File: config.mk
export PLATFORM = sky130hd
export DESIGN_NAME = arithmetic_decoder
export DESIGN_NICKNAME = d
export VERILOG_FILES = /design/src/rtl/arith_dec_pkg.sv /design/src/rtl/dec_normalize.sv /design/src/rtl/arithmetic_decoder.sv
export SDC_FILE = /design/constraint.sdc
export NUM_CORES = 1
export LEC_CHECK = 0
export ABC_AREA = 1
export CORE_UTILIZATION = 46
export CTS_CLUSTER_SIZE = 10
export DETAILED_ROUTE_END_ITERATION = 7
export GPL_ROUTABILITY_DRIVEN = 0
export PLACE_DENSITY = 0.71
export SETUP_SLACK_MARGIN = 0.3
export SYNTH_ARGS = -nofsm -noshare
export SYNTH_HDL_FRONTEND = slang
export SYNTH_SLANG_ARGS = --single-unit
File: constraint.sdc
create_clock -name general_clk -period 12.3 [get_ports general_clk]
set_input_delay 1.845 -clock general_clk [delete_from_list [all_inputs] [get_ports general_clk]]
set_output_delay 1.845 -clock general_clk [all_outputs]
set_load 0.03 [all_outputs]
File: src/rtl/arith_dec_pkg.sv
// Shared constants and state encoding for the arithmetic decoder slice.
package arith_dec_pkg;

  // Smallest probability mass any symbol is guaranteed, in range units.
  localparam int EC_MIN_PROB = 4;

  // Probabilities arrive in Q15; only the top 9 bits feed the multiplier.
  localparam int EC_PROB_SHIFT = 6;

  // Width of the dif window register.
  localparam int EC_WINDOW_SIZE = 32;

  // Signed width of the bit-count register.
  localparam int EC_CNT_WIDTH = 7;

  typedef enum logic [1:0] {
    FILL   = 2'd0,
    READY  = 2'd1,
    SEARCH = 2'd2,
    REFILL = 2'd3
  } dec_state_e;

endpackage

File: src/rtl/dec_normalize.sv
// Renormalizes rng/dif after a decision: leading-one detect, then shift both registers left.
module dec_normalize #(
  parameter int RANGE_WIDTH  = 16,
  parameter int WINDOW_WIDTH = 32,
  parameter int SHIFT_WIDTH  = $clog2(RANGE_WIDTH) + 1
) (
  input  logic [RANGE_WIDTH-1:0]  rng_i,
  input  logic [WINDOW_WIDTH-1:0] dif_i,
  output logic [SHIFT_WIDTH-1:0]  shift_o,
  output logic [RANGE_WIDTH-1:0]  rng_o,
  output logic [WINDOW_WIDTH-1:0] dif_o
);

  logic [SHIFT_WIDTH-1:0] ilog;

  // Leading-one detector: ilog is the bit length of rng (0 when rng is zero).
  always_comb begin
    ilog = '0;
    for (int i = 0; i < RANGE_WIDTH; i++) begin
      if (rng_i[i]) begin
        ilog = SHIFT_WIDTH'(i + 1);
      end
    end
  end

  assign shift_o = SHIFT_WIDTH'(RANGE_WIDTH) - ilog;
  assign rng_o   = rng_i << shift_o;
  // Shifting dif+1 and subtracting 1 pulls ones into the vacated low bits.
  assign dif_o   = ((dif_i + WINDOW_WIDTH'(1)) << shift_o) - WINDOW_WIDTH'(1);

endmodule

File: src/rtl/arithmetic_decoder.sv
// Range/window arithmetic decoder: boolean and multi-symbol (icdf search) decoding
// with byte-wise window refill.
module arithmetic_decoder
  import arith_dec_pkg::*;
#(
  parameter int GENERAL_RANGE_WIDTH  = 16,
  parameter int GENERAL_WINDOW_WIDTH = EC_WINDOW_SIZE,
  parameter int GENERAL_SYMBOL_WIDTH = 4
) (
  input  logic                            general_clk,
  input  logic                            reset,
  input  logic                            init,
  input  logic [7:0]                      byte_in,
  input  logic                            byte_valid,
  output logic                            byte_ready,
  input  logic                            req_valid,
  output logic                            req_ready,
  input  logic                            req_bool,
  input  logic [GENERAL_RANGE_WIDTH-1:0]  req_fl,
  input  logic [GENERAL_SYMBOL_WIDTH:0]   req_nsyms,
  output logic [GENERAL_SYMBOL_WIDTH-1:0] icdf_addr,
  input  logic [GENERAL_RANGE_WIDTH-1:0]  icdf_data,
  output logic                            resp_valid,
  output logic [GENERAL_SYMBOL_WIDTH-1:0] resp_symbol
);

  localparam int RW  = GENERAL_RANGE_WIDTH;
  localparam int WW  = GENERAL_WINDOW_WIDTH;
  localparam int SW  = GENERAL_SYMBOL_WIDTH;
  localparam int CW  = EC_CNT_WIDTH;
  localparam int SHW = $clog2(RW) + 1;

  localparam logic [RW-1:0]        RNG_INIT = RW'(1) << (RW - 1);
  localparam logic [WW-1:0]        DIF_INIT = {1'b0, {(WW-1){1'b1}}};
  localparam logic signed [CW-1:0] CNT_INIT = -7'sd15;

  dec_state_e              state_q, state_d;
  logic [RW-1:0]           rng_q, rng_d;
  logic [WW-1:0]           dif_q, dif_d;
  logic signed [CW-1:0]    cnt_q, cnt_d;
  logic [SW-1:0]           k_q, k_d;
  logic [SW:0]             nsyms_q, nsyms_d;
  logic [RW-1:0]           vPrev_q, vPrev_d;
  logic                    respValid_q, respValid_d;
  logic [SW-1:0]           respSymbol_q, respSymbol_d;
  logic [1:0]              rstSync_q;
  logic                    run;

  logic [RW-1:0]           probSel, minProb, vCur, cTop, uSel, rngDec, rngNorm;
  logic [2*RW-1:0]         product;
  logic [SW:0]             remaining;
  logic [WW-1:0]           vShift, difDec, difNorm, byteShifted;
  logic [SHW-1:0]          normShift;
  logic [SW-1:0]           symbolDec;
  logic [4:0]              byteShift;
  logic signed [CW-1:0]    cntDec, cntFill;
  logic                    hit, lastK, stopSearch;

  // Two-flop synchronizer so the core only starts on the second edge after reset release.
  always_ff @(posedge general_clk or negedge reset) begin
    if (!reset) begin
      rstSync_q <= 2'b00;
    end else begin
      rstSync_q <= {rstSync_q[0], 1'b1};
    end
  end

  assign run = rstSync_q[1];

  // One shared multiplier serves the boolean decision (READY) and each icdf search step (SEARCH).
  always_comb begin
    probSel    = (state_q == SEARCH) ? icdf_data : req_fl;
    remaining  = nsyms_q - (SW+1)'(1) - {1'b0, k_q};
    minProb    = (state_q == SEARCH) ? RW'(EC_MIN_PROB) * RW'(remaining) : RW'(EC_MIN_PROB);
    product    = (2*RW)'(rng_q >> 8) * (2*RW)'(probSel >> EC_PROB_SHIFT);
    vCur       = RW'(product >> (7 - EC_PROB_SHIFT)) + minProb;
    cTop       = dif_q[WW-1 -: RW];
    hit        = cTop >= vCur;
    vShift     = {vCur, {(WW-RW){1'b0}}};
    uSel       = (k_q == '0) ? rng_q : vPrev_q;
    lastK      = ({1'b0, k_q} == (nsyms_q - (SW+1)'(1))) || (&k_q);
    stopSearch = hit || lastK;
    if (state_q == SEARCH) begin
      symbolDec = k_q;
      rngDec    = uSel - vCur;
      difDec    = dif_q - vShift;
    end else if (hit) begin
      symbolDec = '0;
      rngDec    = rng_q - vCur;
      difDec    = dif_q - vShift;
    end else begin
      symbolDec = SW'(1);
      rngDec    = vCur;
      difDec    = dif_q;
    end
    cntDec      = cnt_q - $signed(CW'(normShift));
    byteShift   = 5'(8 - cnt_q);
    byteShifted = WW'(byte_in) << byteShift;
    cntFill     = cnt_q + 7'sd8;
  end

  dec_normalize #(
    .RANGE_WIDTH (RW),
    .WINDOW_WIDTH(WW),
    .SHIFT_WIDTH (SHW)
  ) u_normalize (
    .rng_i  (rngDec),
    .dif_i  (difDec),
    .shift_o(normShift),
    .rng_o  (rngNorm),
    .dif_o  (difNorm)
  );

  // Next-state logic: init has top priority, then byte fill, request accept, and search steps.
  always_comb begin
    state_d      = state_q;
    rng_d        = rng_q;
    dif_d        = dif_q;
    cnt_d        = cnt_q;
    k_d          = k_q;
    nsyms_d      = nsyms_q;
    vPrev_d      = vPrev_q;
    respValid_d  = 1'b0;
    respSymbol_d = respSymbol_q;
    if (init) begin
      state_d      = FILL;
      rng_d        = RNG_INIT;
      dif_d        = DIF_INIT;
      cnt_d        = CNT_INIT;
      k_d          = '0;
      vPrev_d      = '0;
      respSymbol_d = '0;
    end else if (run) begin
      unique case (state_q)
        FILL, REFILL: begin
          if (byte_valid) begin
            dif_d = dif_q ^ byteShifted;
            cnt_d = cntFill;
            if (cntFill > 7'sd8) begin
              state_d = READY;
            end
          end
        end
        READY: begin
          if (req_valid) begin
            if (req_bool) begin
              rng_d        = rngNorm;
              dif_d        = difNorm;
              cnt_d        = cntDec;
              respValid_d  = 1'b1;
              respSymbol_d = symbolDec;
              state_d      = cntDec[CW-1] ? REFILL : READY;
            end else begin
              nsyms_d = req_nsyms;
              k_d     = '0;
              state_d = SEARCH;
            end
          end
        end
        SEARCH: begin
          if (stopSearch) begin
            rng_d        = rngNorm;
            dif_d        = difNorm;
            cnt_d        = cntDec;
            respValid_d  = 1'b1;
            respSymbol_d = symbolDec;
            k_d          = '0;
            state_d      = cntDec[CW-1] ? REFILL : READY;
          end else begin
            vPrev_d = vCur;
            k_d     = k_q + SW'(1);
          end
        end
        default: state_d = FILL;
      endcase
    end
  end

  // State register with asynchronous active-low reset to the fresh-tile values.
  always_ff @(posedge general_clk or negedge reset) begin
    if (!reset) begin
      state_q      <= FILL;
      rng_q        <= RNG_INIT;
      dif_q        <= DIF_INIT;
      cnt_q        <= CNT_INIT;
      k_q          <= '0;
      nsyms_q      <= '0;
      vPrev_q      <= '0;
      respValid_q  <= 1'b0;
      respSymbol_q <= '0;
    end else begin
      state_q      <= state_d;
      rng_q        <= rng_d;
      dif_q        <= dif_d;
      cnt_q        <= cnt_d;
      k_q          <= k_d;
      nsyms_q      <= nsyms_d;
      vPrev_q      <= vPrev_d;
      respValid_q  <= respValid_d;
      respSymbol_q <= respSymbol_d;
    end
  end

  assign byte_ready  = run && ((state_q == FILL) || (state_q == REFILL));
  assign req_ready   = run && (state_q == READY);
  assign icdf_addr   = (state_q == SEARCH) ? k_q : '0;
  assign resp_valid  = respValid_q;
  assign resp_symbol = respSymbol_q;

endmodule
==> metrics.yaml, run 1 <==
async_reset_ff_frac: 1.00
dp_hpwl_um: 38600
regToRegSetupSlack_ns: 1.37
hold_viol: 0
io_buffers: 49
clock_sinks: 89
hold_path.class: "register to register"
reg2reg_to: "dif_q[28]"
io_pins: 62
clock_path_buffers: 2
rows: 67
gr-total-overflow: 0
drc: 0
crit_path_top_delay_cell: "fa_1"
grt_setup_unrepaired: "true"
cts_tree: "done"
holdWs_ns: 0.351
seq_area_um2: 2270
drive_gt1_frac: 0.128
max_cap_violations: 0
numCtsBuffers: 9
finalCritPeriodShare: 0.933
grt_pass1_wl_um: 78500
fmax_mhz: 87.1
cpMostUsedCell: "nand2_1"
clkTransAtPathRegs_ns: 0.08
synth_edf_count: 0
grt_max_degree: 50
synth_cell_types: 66
htreeDepth: 3
critPathLaunchType: "input port"
dr.first_iter.drc_count: 1349
worst_clock_skew_ns: 0.00983
ys_seq_elements: 89
diodes: 0
grt_usage: 0.275
die-area_um2: 35000
firstDrtPassIters: 8
syn_avg_cell_area_um2: 6.28
yosysSeqAreaShare: 0.144
reg2reg_from: "state_q[0]"
drt_wl_total_um: 48800
synth_nets: 2711
required_ns: 12.58
synth_top_flop_cell: "dfrtp_1"
clock-root-buffer: "clkbuf_16"
antenna_found_initial: 0
critPathBufInv: 11
slowest_delay_ns: 0.54
wl_per_cell_um: 16.3
fp.coreArea_um2: 33600
status: "completed"
grt_use_met2: 0.448
vias: 16701
area_delta_synth_final_pct: 10.2
use_met3: 0.0360
worst_pin_slew_ns: 1.13
die_y_um: 187
nFillCells: 3370
slew_headroom: 0.247
final_core_util: 0.517
crit_path_end: "dif_q[28]"
worst_skew_pair.late_latency_ns: 0.36
grt_busiest_layer: "met2"
synth_cells: 2510
crit_family: "simple AND/OR/NAND/NOR gates"
fin_crit_ns: 11.48
ys.warnings.count: 0
crit_fanout: 19
hold_buffers: 0
slew_violations: 0
netlist_area_um2: 15800
grt_pass1_vias: 15698
arrival_ns: 11.76
worst_r2r_path_depth: 66
endpoint_kind: "register"
multi_input_comb_area_um2: 11900
layout_commonest_cell: "nand2_1"
path_depth: 62
chipWidth_um: 187
setup_viol: 0
finalNetCount: 2735
cp-startpoint: "icdf_data[12]"
initial_core_util: 0.469
met1_usage: 0.367
vias_per_cell: 5.59
final_cell_mix: "nand2_1, inv_1, nand3_1, nor2_1, o21ai_0"
crit_type: "input port to register"
postRouteAntennaNets: 0
[flip-flops by register name, summed over array words and instances, names as in the netlist]
name,flops
resp_valid,1
rng_q,16
dif_q,32
resp_symbol,4
nsyms_q,5
vPrev_q,16
cnt_q,7
rstSync_q,2
state_q,2
k_q,4
[per-layer routing]
| layer | vias to the layer above | wire length (µm) |
|---|---|---|
| met1 | 7768 | 21300 |
| met2 | 593 | 22400 |
| met5 | - | 0 |
| met3 | 92 | 3300 |
| li1 | 8248 | - |
| met4 | 0 | 1790 |
[cell usage after synthesis, types with 29 or more instances]
cell type / n / area share
fa_1: 53 / 0.067
dfrtp_1: 53 / 0.084
nand3_2: 51 / 0.032
nand2_2: 33 / 0.013
o21ai_0: 195 / 0.062
nand2_1: 606 / 0.14
nand3_1: 314 / 0.10
inv_1: 328 / 0.078
o21ai_1: 29 / 0.0092
nor2_1: 216 / 0.051
clkbuf_1: 43 / 0.010
dfstp_2: 36 / 0.060
xor2_1: 62 / 0.034
a21oi_1: 87 / 0.028
ha_1: 97 / 0.077
[area by class of cell]
class | count | share of cell area
Tap cell | 448 | 0.0322
Clock buffer | 9 | 0.0130
Sequential cell | 89 | 0.131
Inverter | 351 | 0.0772
Timing Repair Buffer | 108 | 0.0573
Multi-Input combinational cell | 1975 | 0.684
Clock inverter | 7 | 0.00547
[per-stage QoR]
stage | cell area, µm² | TNS, ns | std cells | setup slack, ns
after detailed placement | 16600 | -0.788 | 2956 | -0.169
after global placement | 16600 | -0.0303 | 2956 | -0.0303
after floorplan | 15800 | 0 | 2510 | 0.559
final | 17400 | 0 | 2987 | 0.821
after global routing | 17400 | 0 | 2987 | 0.265
after CTS | 17000 | 0 | 2972 | 0.329
[worst min path at each step]
stage	slack (ns)	startpoint	endpoint	cells after the start
final	0.35	rstSync_q[0]	rstSync_q[1]	0
after floorplan	0.33	rstSync_q[0]	rstSync_q[1]	0
after detailed placement	0.34	rstSync_q[0]	rstSync_q[1]	0
after global placement	0.33	rstSync_q[0]	rstSync_q[1]	0
after CTS	0.36	rstSync_q[0]	rstSync_q[1]	0
after global routing	0.37	rstSync_q[0]	rstSync_q[1]	0
[repair_timing]
action	4_1_cts	5_1_grt
gates resized for setup	2	63
setup endpoints to repair	8	52
setup buffers	0	14
pin swaps	0	15
cloned	0	1
[cells by family (layout without fill, tap and decap cells)]
| group | Yosys count | count (layout) | synth area share |
|---|---|---|---|
| and+or+nand+nor | 1328 | 1328 | 0.395 |
| buffers and inverters | 446 | 475 | 0.120 |
| AOI/OAI and AO/OA | 406 | 406 | 0.146 |
| adders and majority gates | 150 | 150 | 0.144 |
| DFF | 89 | 89 | 0.144 |
| xor gates and xnor gates | 84 | 84 | 0.0466 |
| muxes | 6 | 6 | 0.00389 |
| other | 1 | 1 | 0.000238 |
Power of run 1 is left out: the tool's default activity adds up to more than one toggle a clock period on the data nets, which glitch-free logic cannot reach.
==> run 2, diff against run 1 <==
--- a/config.mk
+++ b/config.mk
@@ -7,7 +7,6 @@
 export LEC_CHECK = 0
 export ABC_AREA = 1
 export CORE_UTILIZATION = 46
-export CTS_CLUSTER_SIZE = 10
 export DETAILED_ROUTE_END_ITERATION = 7
 export GPL_ROUTABILITY_DRIVEN = 0
 export PLACE_DENSITY = 0.71
==> results of run 2 <==
The final DEF is identical to that of run 1; final timing and power are the same.
Power of run 2 is left out for the same reason.
